### config.mk
export PLATFORM = sky130hd
export DESIGN_NAME = multi_dataflow_out_collector_flat
export DESIGN_NICKNAME = d
export VERILOG_FILES = /design/src/rtl/multi_dataflow_package.sv /design/src/rtl/multi_dataflow_out_collector_if.sv /design/src/rtl/multi_dataflow_out_fifo.sv /design/src/rtl/multi_dataflow_out_collector.sv /design/src/flat_wrapper.sv
export SDC_FILE = /design/constraint.sdc
export NUM_CORES = 1
export LEC_CHECK = 0
export CORE_ASPECT_RATIO = 1.2
export CORE_MARGIN = 2
export CORE_UTILIZATION = 40
export DETAILED_ROUTE_END_ITERATION = 6
export PLACE_DENSITY = 0.66
export SYNTH_ARGS = -nofsm -noshare
export SYNTH_HDL_FRONTEND = slang
export SYNTH_HIERARCHICAL = 1
export SYNTH_SLANG_ARGS = --single-unit
### constraint.sdc
create_clock -name clk_i -period 7.2 [get_ports clk_i]
set_input_delay 1.44 -clock clk_i [delete_from_list [all_inputs] [get_ports clk_i]]
set_output_delay 1.44 -clock clk_i [all_outputs]
set_load 0.05 [all_outputs]
### src/rtl/multi_dataflow_package.sv
// Shared types for the multi_dataflow output collector: FSM states and packed control/flag bundles.
// Widths follow COLL_CNT_WIDTH, the collector's default counter width.
package multi_dataflow_package;

  localparam int unsigned COLL_CNT_WIDTH = 16;

  typedef enum logic [1:0] {
    IDLE  = 2'd0,
    RUN   = 2'd1,
    DRAIN = 2'd2,
    DONE  = 2'd3
  } collector_state_t;

  typedef struct packed {
    logic                      clear;
    logic                      start;
    logic [COLL_CNT_WIDTH-1:0] len;
  } ctrl_collector_t;

  typedef struct packed {
    logic                      busy;
    logic                      done;
    logic [COLL_CNT_WIDTH-1:0] cnt;
    logic                      overflow;
  } flags_collector_t;

endpackage

### src/rtl/multi_dataflow_out_collector_if.sv
// Valid/ready stream bundle between the engine, the collector and the TCDM streamer.
// The master drives valid/data/strb and the slave drives ready; strb is unused on the slave side.
interface multi_dataflow_out_collector_if #(
  parameter int unsigned DATA_WIDTH = 32
) ();

  logic                    valid;
  logic                    ready;
  logic [DATA_WIDTH-1:0]   data;
  logic [DATA_WIDTH/8-1:0] strb;

  modport master (output valid, output data, output strb, input ready);
  modport slave  (input valid, input data, output ready);

endinterface

### src/rtl/multi_dataflow_out_fifo.sv
// Small power-of-two FIFO with read data presented combinationally from the head entry.
// Latency: a push is visible at pop_data_o the next cycle; a full FIFO refuses pushes.
module multi_dataflow_out_fifo #(
  parameter int unsigned DATA_WIDTH = 32,
  parameter int unsigned DEPTH      = 4
) (
  input  logic                  clk_i,
  input  logic                  rst_i,
  input  logic                  push_i,
  input  logic [DATA_WIDTH-1:0] push_data_i,
  input  logic                  pop_i,
  output logic [DATA_WIDTH-1:0] pop_data_o,
  output logic                  full_o,
  output logic                  empty_o
);

  localparam int unsigned AW       = $clog2(DEPTH);
  localparam logic [AW:0] FULL_LVL = (AW+1)'(DEPTH);

  logic [DATA_WIDTH-1:0] mem [DEPTH];
  logic [AW-1:0]         wr_ptr;
  logic [AW-1:0]         rd_ptr;
  logic [AW:0]           fill;
  logic                  do_push;
  logic                  do_pop;

  assign full_o  = (fill == FULL_LVL);
  assign empty_o = (fill == '0);
  // A full FIFO refuses the push even when the same cycle frees a slot.
  assign do_push = push_i & ~full_o;
  assign do_pop  = pop_i & ~empty_o;
  assign pop_data_o = empty_o ? '0 : mem[rd_ptr];

  always_ff @(posedge clk_i) begin
    if (rst_i) begin
      wr_ptr <= '0;
      rd_ptr <= '0;
      fill   <= '0;
    end else begin
      if (do_push) wr_ptr <= wr_ptr + 1'b1;
      if (do_pop)  rd_ptr <= rd_ptr + 1'b1;
      case ({do_push, do_pop})
        2'b10:   fill <= fill + 1'b1;
        2'b01:   fill <= fill - 1'b1;
        default: fill <= fill;
      endcase
    end
  end

  always_ff @(posedge clk_i) begin
    if (do_push && !rst_i) mem[wr_ptr] <= push_data_i;
  end

endmodule

### src/rtl/multi_dataflow_out_collector.sv
// Buffers the engine output stream and forwards it, counting delivered beats against the job length.
// Latency: one cycle minimum through the FIFO; upstream ready depends only on registered state.
module multi_dataflow_out_collector
  import multi_dataflow_package::*;
#(
  parameter int unsigned DATA_WIDTH = 32,
  parameter int unsigned DEPTH      = 4,
  parameter int unsigned CNT_WIDTH  = COLL_CNT_WIDTH
) (
  input  logic                   clk_i,
  input  logic                   rst_i,
  input  logic                   clear_i,
  input  logic                   start_i,
  input  logic [CNT_WIDTH-1:0]   len_i,
  multi_dataflow_out_collector_if.slave  in_s,
  multi_dataflow_out_collector_if.master out_m,
  output logic                   busy_o,
  output logic                   done_o,
  output logic [CNT_WIDTH-1:0]   cnt_o,
  output logic                   overflow_o
);

  ctrl_collector_t  ctrl;
  flags_collector_t flags;
  collector_state_t state_q;
  collector_state_t state_d;

  logic [CNT_WIDTH-1:0] len_q;
  logic [CNT_WIDTH-1:0] acc_q;
  logic [CNT_WIDTH-1:0] cnt_q;
  logic                 ovf_q;
  logic                 flush;
  logic                 fifo_full;
  logic                 fifo_empty;
  logic                 in_rdy;
  logic                 push;
  logic                 pop;
  logic                 start_acc;
  logic                 idle_or_done;

  assign ctrl.clear = clear_i;
  assign ctrl.start = start_i;
  assign ctrl.len   = len_i;

  assign flush        = rst_i | ctrl.clear;
  assign idle_or_done = (state_q == IDLE) | (state_q == DONE);
  assign start_acc    = (state_q == IDLE) & ctrl.start & (ctrl.len != '0);

  assign in_rdy = (state_q == RUN) & ~fifo_full & (acc_q < len_q);
  assign push   = in_s.valid & in_rdy;
  assign pop    = ~fifo_empty & out_m.ready & ((state_q == RUN) | (state_q == DRAIN));

  multi_dataflow_out_fifo #(
    .DATA_WIDTH (DATA_WIDTH),
    .DEPTH      (DEPTH)
  ) u_fifo (
    .clk_i       (clk_i),
    .rst_i       (flush),
    .push_i      (push),
    .push_data_i (in_s.data),
    .pop_i       (pop),
    .pop_data_o  (out_m.data),
    .full_o      (fifo_full),
    .empty_o     (fifo_empty)
  );

  always_comb begin
    state_d = state_q;
    case (state_q)
      IDLE:    if (ctrl.start) state_d = (ctrl.len != '0) ? RUN : DONE;
      RUN:     if (acc_q == len_q) state_d = DRAIN;
      DRAIN:   if (fifo_empty && (cnt_q == len_q)) state_d = DONE;
      DONE:    state_d = IDLE;
      default: state_d = IDLE;
    endcase
  end

  always_ff @(posedge clk_i) begin
    if (flush) begin
      state_q <= IDLE;
      len_q   <= '0;
      acc_q   <= '0;
      cnt_q   <= '0;
      ovf_q   <= 1'b0;
    end else begin
      state_q <= state_d;
      if (start_acc) begin
        len_q <= ctrl.len;
        acc_q <= '0;
        cnt_q <= '0;
        ovf_q <= 1'b0;
      end else begin
        if (push) acc_q <= acc_q + 1'b1;
        if (pop)  cnt_q <= cnt_q + 1'b1;
        // Beats offered while no job is collecting are lost upstream; remember it.
        if (in_s.valid && !in_rdy && idle_or_done) ovf_q <= 1'b1;
      end
    end
  end

  assign flags.busy     = (state_q == RUN) | (state_q == DRAIN);
  assign flags.done     = (state_q == DONE);
  assign flags.cnt      = cnt_q;
  assign flags.overflow = ovf_q;

  assign in_s.ready  = in_rdy;
  assign out_m.valid = ~fifo_empty;
  assign out_m.strb  = '1;
  assign busy_o      = flags.busy;
  assign done_o      = flags.done;
  assign cnt_o       = flags.cnt;
  assign overflow_o  = flags.overflow;

endmodule

### src/flat_wrapper.sv
// flat-port wrapper written by rule: the top's interface ports become plain ports
module multi_dataflow_out_collector_flat import multi_dataflow_package::*;
#(
  parameter int unsigned DATA_WIDTH = 32,
  parameter int unsigned DEPTH      = 4,
  parameter int unsigned CNT_WIDTH  = COLL_CNT_WIDTH
)
  (clk_i, rst_i, clear_i, start_i, len_i, busy_o, done_o, cnt_o, overflow_o, in_s_valid, in_s_data, in_s_ready, out_m_valid, out_m_data, out_m_strb, out_m_ready);
  multi_dataflow_out_collector_if #(.DATA_WIDTH(DATA_WIDTH)) in_s_i ();
  multi_dataflow_out_collector_if #(.DATA_WIDTH(DATA_WIDTH)) out_m_i ();
  input  logic clk_i;
  input  logic rst_i;
  input  logic clear_i;
  input  logic start_i;
  input  logic [CNT_WIDTH-1:0] len_i;
  output logic busy_o;
  output logic done_o;
  output logic [CNT_WIDTH-1:0] cnt_o;
  output logic overflow_o;
  input wire logic [$bits(in_s_i.valid)-1:0] in_s_valid;
  input wire logic [$bits(in_s_i.data)-1:0] in_s_data;
  output wire logic [$bits(in_s_i.ready)-1:0] in_s_ready;
  output wire logic [$bits(out_m_i.valid)-1:0] out_m_valid;
  output wire logic [$bits(out_m_i.data)-1:0] out_m_data;
  output wire logic [$bits(out_m_i.strb)-1:0] out_m_strb;
  input wire logic [$bits(out_m_i.ready)-1:0] out_m_ready;
  assign in_s_i.valid = in_s_valid;
  assign in_s_i.data = in_s_data;
  assign in_s_ready = in_s_i.ready;
  assign out_m_valid = out_m_i.valid;
  assign out_m_data = out_m_i.data;
  assign out_m_strb = out_m_i.strb;
  assign out_m_i.ready = out_m_ready;
  multi_dataflow_out_collector #(.DATA_WIDTH(DATA_WIDTH), .DEPTH(DEPTH), .CNT_WIDTH(CNT_WIDTH)) u_core (.clk_i(clk_i), .rst_i(rst_i), .clear_i(clear_i), .start_i(start_i), .len_i(len_i), .in_s(in_s_i), .out_m(out_m_i), .busy_o(busy_o), .done_o(done_o), .cnt_o(cnt_o), .overflow_o(overflow_o));
endmodule
==> flow_summary.yaml <==
setup_path:
  end_kind: "primary output"
  ff2ff_setup_slack_ns: 3.25
  critPathKind: "flip-flop to primary output"
  setup.worst_path.start_class: "flip-flop"
  crit_arrival_ns: 3.00
  cp.required_ns: 5.76
  crit_fanout: 20
timing:
  max_slew_margin_pct: 20.0
  finalCritPeriodShare_pct: 61.7
  grt_setup_unrepaired: "no"
  final.min_clock_period_ns: 4.44
  fin_ws_ns: 2.76
  skew_ns: 0.0125
  slew_violations: 0
  tns_ns: 0
  finalHoldViolCount: 0
  clock.fmax_mhz: 225
  setup_viol: 0
  tightest_slew_ns: 1.20
cells_and_area:
  finish.net_count: 786
  utilization_pct: 50.3
  nFillCells: 1714
  drive_gt1_share_pct: 12.6
  antenna_cells: 0
  area_delta_synth_final_pct: 23.0
logic_synthesis:
  ys.flop_type: "edfxtp_1"
  avgSynthCellArea_um2: 13.9
  yosysWarningCount: 6
  ys_ff_latch: 188
  synth.distinct_cells: 48
  yosys.area.top_type: "edfxtp_1"
  syn_inst: 596
  async_flop_share_pct: 0
  ys_seq_area_share_pct: 60.7
  synth-edff-count: 128
  synth.area.top_cells: "edfxtp_1, dfxtp_1, mux4_2, ha_1, xor2_1"
  syn_area_um2: 8310
  yosysTopAreaCellShare_pct: 46.2
placement:
  post-place-ws_ns: 2.53
  gp_congestion: 0.849
  port_buffers: 106
  place_hpwl_um: 12300
flow_run:
  drv_cap: 0
clock_tree:
  cts_tree: "built"
  cts_made_buffers: 17
  clock_latency_ns: 0.43
  cts.sinks: 188
  clockRootBuffer: "clkbuf_16"
  cts_setup_buffers: 0
  cts_buffer_depth: 2
  clk_pin_slew_ns: 0.07
  cts_resized: 0
  hold_buffers: 0
  cts.htree.levels: 4
route:
  drt_iter0_drc: 197
  drc_errors: 0
  firstDrtPassIters: 6
  wirelength_um: 17400
  wl_per_cell_um: 17.7
  antenna_left: 0
  viasPerCell: 5.17
  via_count: 5069
power_and_ir_drop:
  power_density_nw_per_um2: 218
  ir_drop_mv: 0.183
  power_uw: 2230
  p_sw_share_pct: 24.3
  p_clk_share_pct: 42.5
  p_seq_share_pct: 52.1
  combPwrFrac_pct: 5.4
  p_leak_uw: 0.00346
  p_int_uw: 1690
  switchingPower_uw: 542
global_routing:
  overflow: 0
  grt_pass1_wl_um: 27700
  antenna_found_initial: 0
  grt_max_degree: 34
  track_usage_pct: 16.5
  grt_pass1_vias: 5280
floorplan:
  start_util_pct: 40.9
  die_x_um: 136
  die_y_um: 162
  core_um2: 20300
  row_count: 57
  die_area_um2: 22000
  ios: 111
worst_hold_path:
  hold_path_class: "flip-flop to flip-flop"
status:
  outcome: "completed"
-- area by class of cell --
cell class                 instances  area (µm²)  area share (%)
inverter                          34         128            1.25
clock inverter                    15         204            1.99
multi-input combinational        349        2980            29.1
sequential                       188        5050            49.3
clock buffer                      17         425            4.16
timing repair buffer             113        1110            10.9
tap                              265         332            3.24
-- cells by family (layout without fill, tap and decap cells) --
kind of cell    after synthesis  count (layout)  synth area share, %
flops                       188             188                 60.7
simple gates                175             175                 12.2
buf+inv                      62             179                 3.87
mux                          52              52                 11.2
xor+xnor                     36              36                 3.79
other cells                   1               4               0.0451
fa+ha+maj                    29              29                 4.46
compound gates               53              53                 3.75
-- worst max-delay path, cell delays in order, from the launching register on --
cell and delay, ns:
dfxtp_1 0.39, nor3_4 0.87, buf_4 0.45, inv_1 0.13, clkdlybuf4s50_1 0.72
-- per-layer routing --
layer	track usage, %	up-vias	part of all wire (%)
li1	-	2407	-
met1	20.1	2509	42
met2	28.4	139	51
met3	4.62	14	5.8
met4	4.78	0	1.3
met5	0	-	0
-- power groups by stage --
stage	logic [µW]	clock network (µW)	registers (µW)
2_1_floorplan	64.9	0	1190
3_3_place_gp	117	0	1190
5_1_grt	131	1020	1160
6_report	121	948	1160
3_5_place_dp	120	0	1190
4_1_cts	121	971	1160
-- layout by cell type (no fill, tap or decap), types with 2 or more instances in the layout --
| cell type | n |
|---|---|
| nor2b_4 | 9 |
| or3_1 | 11 |
| and4_1 | 2 |
| nor2_1 | 50 |
| a211oi_2 | 2 |
| ha_1 | 28 |
| mux2i_1 | 20 |
| nand4_1 | 14 |
| nor2b_1 | 25 |
| xnor2_1 | 9 |
| o21ai_0 | 13 |
| inv_1 | 34 |
| and3_1 | 6 |
| mux4_1 | 2 |
| dfxtp_1 | 59 |
| nand3_1 | 7 |
| clkbuf_16 | 17 |
| nor3b_2 | 5 |
| conb_1 | 4 |
| or4_1 | 4 |
| buf_4 | 7 |
| clkdlybuf4s50_1 | 106 |
| or2_2 | 2 |
| inv_8 | 2 |
| clkinv_8 | 7 |
| inv_12 | 2 |
| mux4_2 | 30 |
| a21oi_1 | 26 |
| nand2_1 | 22 |
| nand2b_1 | 4 |
| o31ai_1 | 5 |
| edfxtp_1 | 128 |
| o41ai_1 | 2 |
| xor2_1 | 27 |
| nor4_1 | 7 |
| inv_6 | 3 |
-- registers in the layout, summed over array words and instances (netlist names), named ones only --
signal	flops
u_core/u_fifo/mem	128
u_core/acc_q	16
u_core/cnt_o	16
u_core/len_q	16
u_core/u_fifo/fill	3
u_core/state_q	2
u_core/u_fifo/rd_ptr	2
u_core/u_fifo/wr_ptr	2
u_core/overflow_o	1
-- Yosys cell counts (all sizes together) (7+ instances only) --
master	n
a21oi	26
inv	34
nand3	8
or3	11
xnor2	9
edfxtp	128
dfxtp	60
nand2	22
nor2	50
mux2i	20
nand4	14
xor2	27
buf	22
mux4	32
o21ai	14
ha	28
nor2b	34
nor4	7
-- final timing paths --
kind | from | end | cells after the start
max | u_core/u_fifo/fill[0] | out_m_valid | 4
min | u_core/u_fifo/rd_ptr[1] | u_core/u_fifo/rd_ptr[1] | 2
max reg2reg | u_core/len_q[15] | u_core/u_fifo/mem[2][2] | 10
min reg2reg | u_core/u_fifo/rd_ptr[1] | u_core/u_fifo/rd_ptr[1] | 2
-- stage by stage --
step           hold WS (ns)  instances  cell area (µm²)
2_1_floorplan         0.459        599             8320
3_3_place_gp          0.470        949             9600
3_5_place_dp          0.497        949             9600
4_1_cts               0.507        981            10200
5_1_grt               0.531        981            10200
6_report              0.504        981            10200
Note: power is estimated with default switching activity, not from simulation.
